File: src/rtl/mem_stream_pkg.sv
// rtl/mem_stream_pkg.sv - shared codes, output field offsets, FSM encoding and header word builder
package mem_stream_pkg;

  localparam int IDLE_CODE   = 0;
  localparam int PAYLOAD_LSB = 0;
  localparam int MAX_W       = 256;

  typedef enum logic {
    ST_RUN   = 1'b0,
    ST_FLUSH = 1'b1
  } state_e;

  function automatic int code_lsb(input int dat_w);
    return dat_w;
  endfunction

  function automatic int bx_msb(input int dat_w, input int sel_w, input int bx_w);
    return dat_w + sel_w + bx_w - 1;
  endfunction

  // Header code is the all-ones value of a sel_w-bit code field.
  function automatic logic [MAX_W-1:0] hdr_code(input int sel_w);
    return (MAX_W'(1) << sel_w) - MAX_W'(1);
  endfunction

  function automatic logic [MAX_W-1:0] hdr_word(input logic [MAX_W-1:0] bx,
                                                input logic [MAX_W-1:0] cnt,
                                                input int dat_w, input int sel_w);
    return cnt | (hdr_code(sel_w) << dat_w) | (bx << (dat_w + sel_w));
  endfunction

endpackage

File: src/rtl/bx_word_counter.sv
// rtl/bx_word_counter.sv - saturating per-BX data word counter; cnt is the closing count of the BX
module bx_word_counter
  import mem_stream_pkg::*;
#(
  parameter int CNT_W = 8
) (
  input  logic             clk,
  input  logic             reset,
  input  logic             inc,
  input  logic             restart,
  input  logic             restart_one,
  output logic [CNT_W-1:0] cnt
);

  logic [CNT_W-1:0] cnt_q, cnt_d;

  always_comb begin
    cnt_d = cnt_q;
    if (restart) begin
      cnt_d = restart_one ? CNT_W'(1) : '0;
    end else if (inc && (cnt_q != '1)) begin
      cnt_d = cnt_q + CNT_W'(1);
    end
  end

  always_ff @(posedge clk) begin
    if (reset) begin
      cnt_q <= '0;
    end else begin
      cnt_q <= cnt_d;
    end
  end

  assign cnt = cnt_q;

endmodule

File: src/rtl/mem_stream_mux.sv
// rtl/mem_stream_mux.sv - selects one memory read port by channel code and registers {bx, code, data}
module mem_stream_mux
  import mem_stream_pkg::*;
#(
  parameter int N_CH  = 12,
  parameter int DAT_W = 45,
  parameter int BX_W  = 3,
  parameter int SEL_W = 4,
  parameter int CNT_W = 8
) (
  input  logic                        clk,
  input  logic                        reset,
  input  logic [BX_W-1:0]             bx,
  input  logic                        bx_start,
  input  logic [SEL_W-1:0]            sel,
  input  logic                        sel_valid,
  output logic                        in_ready,
  input  logic [N_CH*DAT_W-1:0]       mem_dat,
  output logic [BX_W+SEL_W+DAT_W-1:0] mem_dat_stream,
  output logic                        stream_valid,
  input  logic                        err_clr,
  output logic                        err_sel,
  output logic                        err_ovf
);

  localparam int OUT_W = BX_W + SEL_W + DAT_W;
  localparam int C_LSB = code_lsb(DAT_W);
  localparam int B_MSB = bx_msb(DAT_W, SEL_W, BX_W);

  state_e           state_q, state_d;
  logic [OUT_W-1:0] stream_q, stream_d;
  logic [OUT_W-1:0] pend_q, pend_d;
  logic             valid_q, valid_d;
  logic             err_sel_q, err_sel_d;
  logic             err_ovf_q, err_ovf_d;

  logic [CNT_W-1:0] cnt_close;
  logic [DAT_W-1:0] mux_dat;
  logic [OUT_W-1:0] data_word, hdr_w;
  logic             ready, legal, illegal, data_acc, hdr_acc;

  assign ready    = (state_q == ST_RUN);
  assign legal    = sel_valid && (sel != SEL_W'(IDLE_CODE)) && (sel <= SEL_W'(N_CH));
  assign illegal  = sel_valid && (sel > SEL_W'(N_CH));
  assign data_acc = ready && legal;
  assign hdr_acc  = ready && bx_start;

  always_comb begin
    mux_dat = '0;
    for (int k = 0; k < N_CH; k++) begin
      if (sel == SEL_W'(k + 1)) mux_dat = mem_dat[k*DAT_W +: DAT_W];
    end
  end

  always_comb begin
    data_word = '0;
    data_word[B_MSB -: BX_W]        = bx;
    data_word[C_LSB +: SEL_W]       = sel;
    data_word[PAYLOAD_LSB +: DAT_W] = mux_dat;
  end

  assign hdr_w = OUT_W'(hdr_word(MAX_W'(bx), MAX_W'(cnt_close), DAT_W, SEL_W));

  bx_word_counter #(.CNT_W(CNT_W)) u_cnt (
    .clk         (clk),
    .reset       (reset),
    .inc         (data_acc),
    .restart     (hdr_acc),
    .restart_one (data_acc & hdr_acc),
    .cnt         (cnt_close)
  );

  // A data word colliding with a header is parked and emitted one cycle later.
  always_comb begin
    state_d  = state_q;
    stream_d = stream_q;
    pend_d   = pend_q;
    valid_d  = 1'b0;
    case (state_q)
      ST_RUN: begin
        if (hdr_acc) begin
          stream_d = hdr_w;
          valid_d  = 1'b1;
          if (data_acc) begin
            pend_d  = data_word;
            state_d = ST_FLUSH;
          end
        end else if (data_acc) begin
          stream_d = data_word;
          valid_d  = 1'b1;
        end
      end
      ST_FLUSH: begin
        stream_d = pend_q;
        valid_d  = 1'b1;
        state_d  = ST_RUN;
      end
      default: state_d = ST_RUN;
    endcase
  end

  always_comb begin
    err_sel_d = err_sel_q;
    err_ovf_d = err_ovf_q;
    if (err_clr) begin
      err_sel_d = 1'b0;
      err_ovf_d = 1'b0;
    end
    if (illegal) err_sel_d = 1'b1;
    if (!ready && (legal || bx_start)) err_ovf_d = 1'b1;
  end

  always_ff @(posedge clk) begin
    if (reset) begin
      state_q   <= ST_RUN;
      stream_q  <= '0;
      pend_q    <= '0;
      valid_q   <= 1'b0;
      err_sel_q <= 1'b0;
      err_ovf_q <= 1'b0;
    end else begin
      state_q   <= state_d;
      stream_q  <= stream_d;
      pend_q    <= pend_d;
      valid_q   <= valid_d;
      err_sel_q <= err_sel_d;
      err_ovf_q <= err_ovf_d;
    end
  end

  assign in_ready       = ready;
  assign mem_dat_stream = stream_q;
  assign stream_valid   = valid_q;
  assign err_sel        = err_sel_q;
  assign err_ovf        = err_ovf_q;

endmodule

File: config.mk
export PLATFORM = sky130hd
export DESIGN_NAME = mem_stream_mux
export DESIGN_NICKNAME = d
export VERILOG_FILES = /design/src/rtl/mem_stream_pkg.sv /design/src/rtl/bx_word_counter.sv /design/src/rtl/mem_stream_mux.sv
export SDC_FILE = /design/constraint.sdc
export NUM_CORES = 1
export LEC_CHECK = 0
export BUFFER_PORTS_ARGS = -buffer_cell sky130_fd_sc_hd__buf_2
export CORE_AREA = 2 2 234 236
export DETAILED_ROUTE_END_ITERATION = 12
export DIE_AREA = 0 0 236 238
export PLACE_DENSITY_LB_ADDON = 0.2
export SYNTH_ARGS = -nofsm -noshare
export SYNTH_HDL_FRONTEND = slang
export SYNTH_HIERARCHICAL = 1
export SYNTH_SLANG_ARGS = --single-unit
File: constraint.sdc
create_clock -name clk -period 1.79 [get_ports clk]
set_input_delay 0.0895 -clock clk [delete_from_list [all_inputs] [get_ports clk]]
set_output_delay 0.0895 -clock clk [all_outputs]
set_load 0.01 [all_outputs]
==> impl_results.md <==
- Status: finished with violations
- Violated checks: negative setup slack
- Critical Path AT: 2.09 ns
- Mapped Cells: 1272
- H-tree depth: 4
- Area occupied by multi-input gates: 0.00698 mm2
- Worst reg2reg path endpoint: mem_dat_stream[12]
- Final #Nets: 2561
- FMAX: 0.557 GHz
- Reg2Reg Setup Slack: 0.08 ns
- DRC viols: 0
- Reg clk slew, reported paths: 0.06 ns
- Total grt overflow: 0
- Leak: 0.00760 uW
- Largest net degree at the start of global routing: 42
- Max-Cap Viols: 0
- Sequential Area: 0.00232 mm2
- Core area: 0.0535 mm2
- Initial antenna violation count: 21
- Final WS setup: -0.00686 ns
- Clock Latency Late Sink: 0.42 ns
- Syn Area/Cell: 7.77 um2
- Depth of the worst hold-timing path: 3
- Total die area: 0.0562 mm2
- Die Width: 236 um
- CP Capture Type: flip-flop
- Clk sinks: 116
- Post-DP HPWL: 61100 um
- Pwr Total: 9840 uW
- Final hold violations: 0
- Synth warnings: 6
- DR WL/cell: 26.8 um
- Via density: 5.11
- CTS tree: yes
- Final instance area: 0.0163 mm2
- Synth Net Count: 1825
- R2r startpoint: state_q
- Setup crit start kind: input port
- Final setup fails: 1
- Min-delay src: mem_dat[452]
- Top-count cell post-synth: dfxtp_1
- Fraction of registers with async set or reset after synthesis: 0%
- Synth top area cells: dfxtp_1 (23%), mux2_2 (5.9%), mux2i_1 (5.5%)
- HP Class: input port to flip-flop
- Critical Path RT: 2.09 ns
- Ys flop type: dfxtp_1
- Slew Limit Fails: 0
- EDFF count, synth: 0
- Rel. slew slack: 50.9%
- Inserted Clock Buffers: 17
- Core Rows: 85
- Final min period: 1.80 ns
- Setup Skew: 0.0104 ns
- Io pins: 608
- CP Class: input port to flip-flop
- Layout Utilization: 30.4%
- Seq/Total Area, Yosys: 23.5%
- Die Height: 238 um
- Port buffer count: 607
- Critical path peak fanout: 23
- Area leader, netlist: dfxtp_1
- Mapped Area: 0.00988 mm2
- Slew @ Worst Pin: 0.731 ns
- Number of global-route vias before repair: 14112
- Hold path endpoint: mem_dat_stream[2]
- #FFs+latches synth: 116
- Top cell type's share of synthesized area: 23.5%
- FILL cells: 5858
- Peak supply drop: 0.631 mV
- Antenna-violating nets left: 0
- Pre-antenna DRT Iters: 5
- First-pass GRT wire length: 102000 um
- Post-synth top cells: dfxtp_1 (116), nand2_1 (115), o21ai_0 (89)
- Placed instance area: 0.0154 mm2
- Fraction of layout cells with a size suffix above 1: 49.5%
- CTS Buffer Depth: 2
- Pwr dens: 604 mW/mm2
- Final Cycle Share: 100%
- Area growth syn-to-layout: 64.7%
- R2R depth: 6
- Total GRT Usage: 24.8%
- Placer Congestion: 0.991
- DR iter-0 viols: 981
- Cell variety after synth: 78
- Clk root buf: clkbuf_16
- Drt total wl: 73000 um
- Initial Util: 18.5%
- Via count: 13928
where the power goes:
group          total, uW  leakage [uW]  internal [uW]  switching [uW]
clock network       3670      0.000308           2410            1270
logic               3370       0.00634           1580            1790
registers           2790      0.000946           2720            77.3
total               9840       0.00760           6700            3130
registers in the layout (all words and copies together) (netlist names):
signal,flops
err_ovf,1
err_sel,1
mem_dat_stream,52
pend_q,52
state_q,1
stream_valid,1
u_cnt/cnt,8
per-layer routing:
layer | GRT usage, % | wire length [um] | up-vias
met1 | 33.6 | 32900 | 6783
met5 | 0 | 63 | -
met3 | 4.42 | 4430 | 80
met2 | 40.5 | 34000 | 617
met4 | 6.72 | 1580 | 10
li1 | - | - | 6438
cell families after synthesis:
group           count (synthesis)  share of synthesized area (%)
fa+ha+maj                       1                          0.127
compound gates                512                           37.9
mux                           110                           12.3
simple gates                  358                           18.3
flops                         116                           23.5
buf+inv                       175                           7.90
metrics by stage:
stage | std cells | setup TNS (ns) | hold WS [ns] | setup WS (ns)
3_5_place_dp | 2677 | -35.08 | 0.357 | -0.939
4_1_cts | 2713 | 0 | 0.00216 | 0.0117
6_report | 2727 | -0.00686 | 0.0242 | -0.00686
3_3_place_gp | 2677 | -32.61 | 0.346 | -0.976
5_1_grt | 2725 | -0.00103 | 0.0313 | -0.00103
2_1_floorplan | 1272 | -0.0528 | 0.225 | -0.0528
layout by cell type, fill, tap and decap left out, drive strengths merged, types with 6 or more instances in the layout:
cell type  netlist  layout
nand3b           9       9
nor2b           31      31
nor3            13      13
clkbuf          66      24
o32ai           10      10
o221a           18      18
a211oi          13      13
diode            0      10
and3            21      21
o32a             6       6
a2bb2oi          6       6
a22oi           11      11
a22o            24      24
o221ai          24      24
o22ai           34      34
nor4            18      18
o211ai          16      16
a221o           25      25
or3              8       8
nand3           17      17
a221oi          49      49
dfxtp          116     116
buf             74     853
mux2i           54      54
nand2          115     115
a21o            28      28
a21oi           75      75
and2             8       8
o21ai           91      91
o31ai            6       6
a31oi           20      20
mux2            52      52
nand2b          13      13
a32oi           16      16
o2bb2ai          7       7
nor2            77      77
inv             35      35
how the worst max path moves through the flow:
| stage | start | end | slack (ns) | depth (start not counted) |
|---|---|---|---|---|
| floorplan | sel[1] | u_cnt/cnt[5] | -0.05 | 7 |
| global placement | sel[0] | mem_dat_stream[29] | -0.98 | 8 |
| detailed placement | sel[0] | mem_dat_stream[29] | -0.94 | 8 |
| CTS | sel[1] | pend_q[10] | 0.01 | 10 |
| global route | sel[1] | mem_dat_stream[31] | -0.001 | 9 |
| finish | sel[1] | pend_q[31] | -0.007 | 9 |
layout make-up:
cell class | count | area share [%]
diodes | 10 | 0.154
clock buffers | 24 | 3.14
clock inverters | 8 | 0.738
inverters | 35 | 0.822
multi-input cells | 981 | 42.9
flip-flops and latches | 116 | 14.3
well taps | 696 | 5.35
repair buffers | 857 | 32.6
critical path, stage by stage:
cell       delay [ns]
buf_12           0.15
buf_16           0.18
inv_1            0.17
buf_6            0.18
o2bb2ai_1        0.07
a221o_1          0.34
a222oi_1         0.57
buf_4            0.25
a211oi_1         0.07
timing repair:
action,in CTS,in global routing
hold buffers,4,0
resized for setup,17,19
endpoints found under the setup margin,18,26
pin swaps,1,6
cloned,0,0
buffers inserted,0,4
hold endpoints to repair,4,0
(Power assumes the default switching activity.)
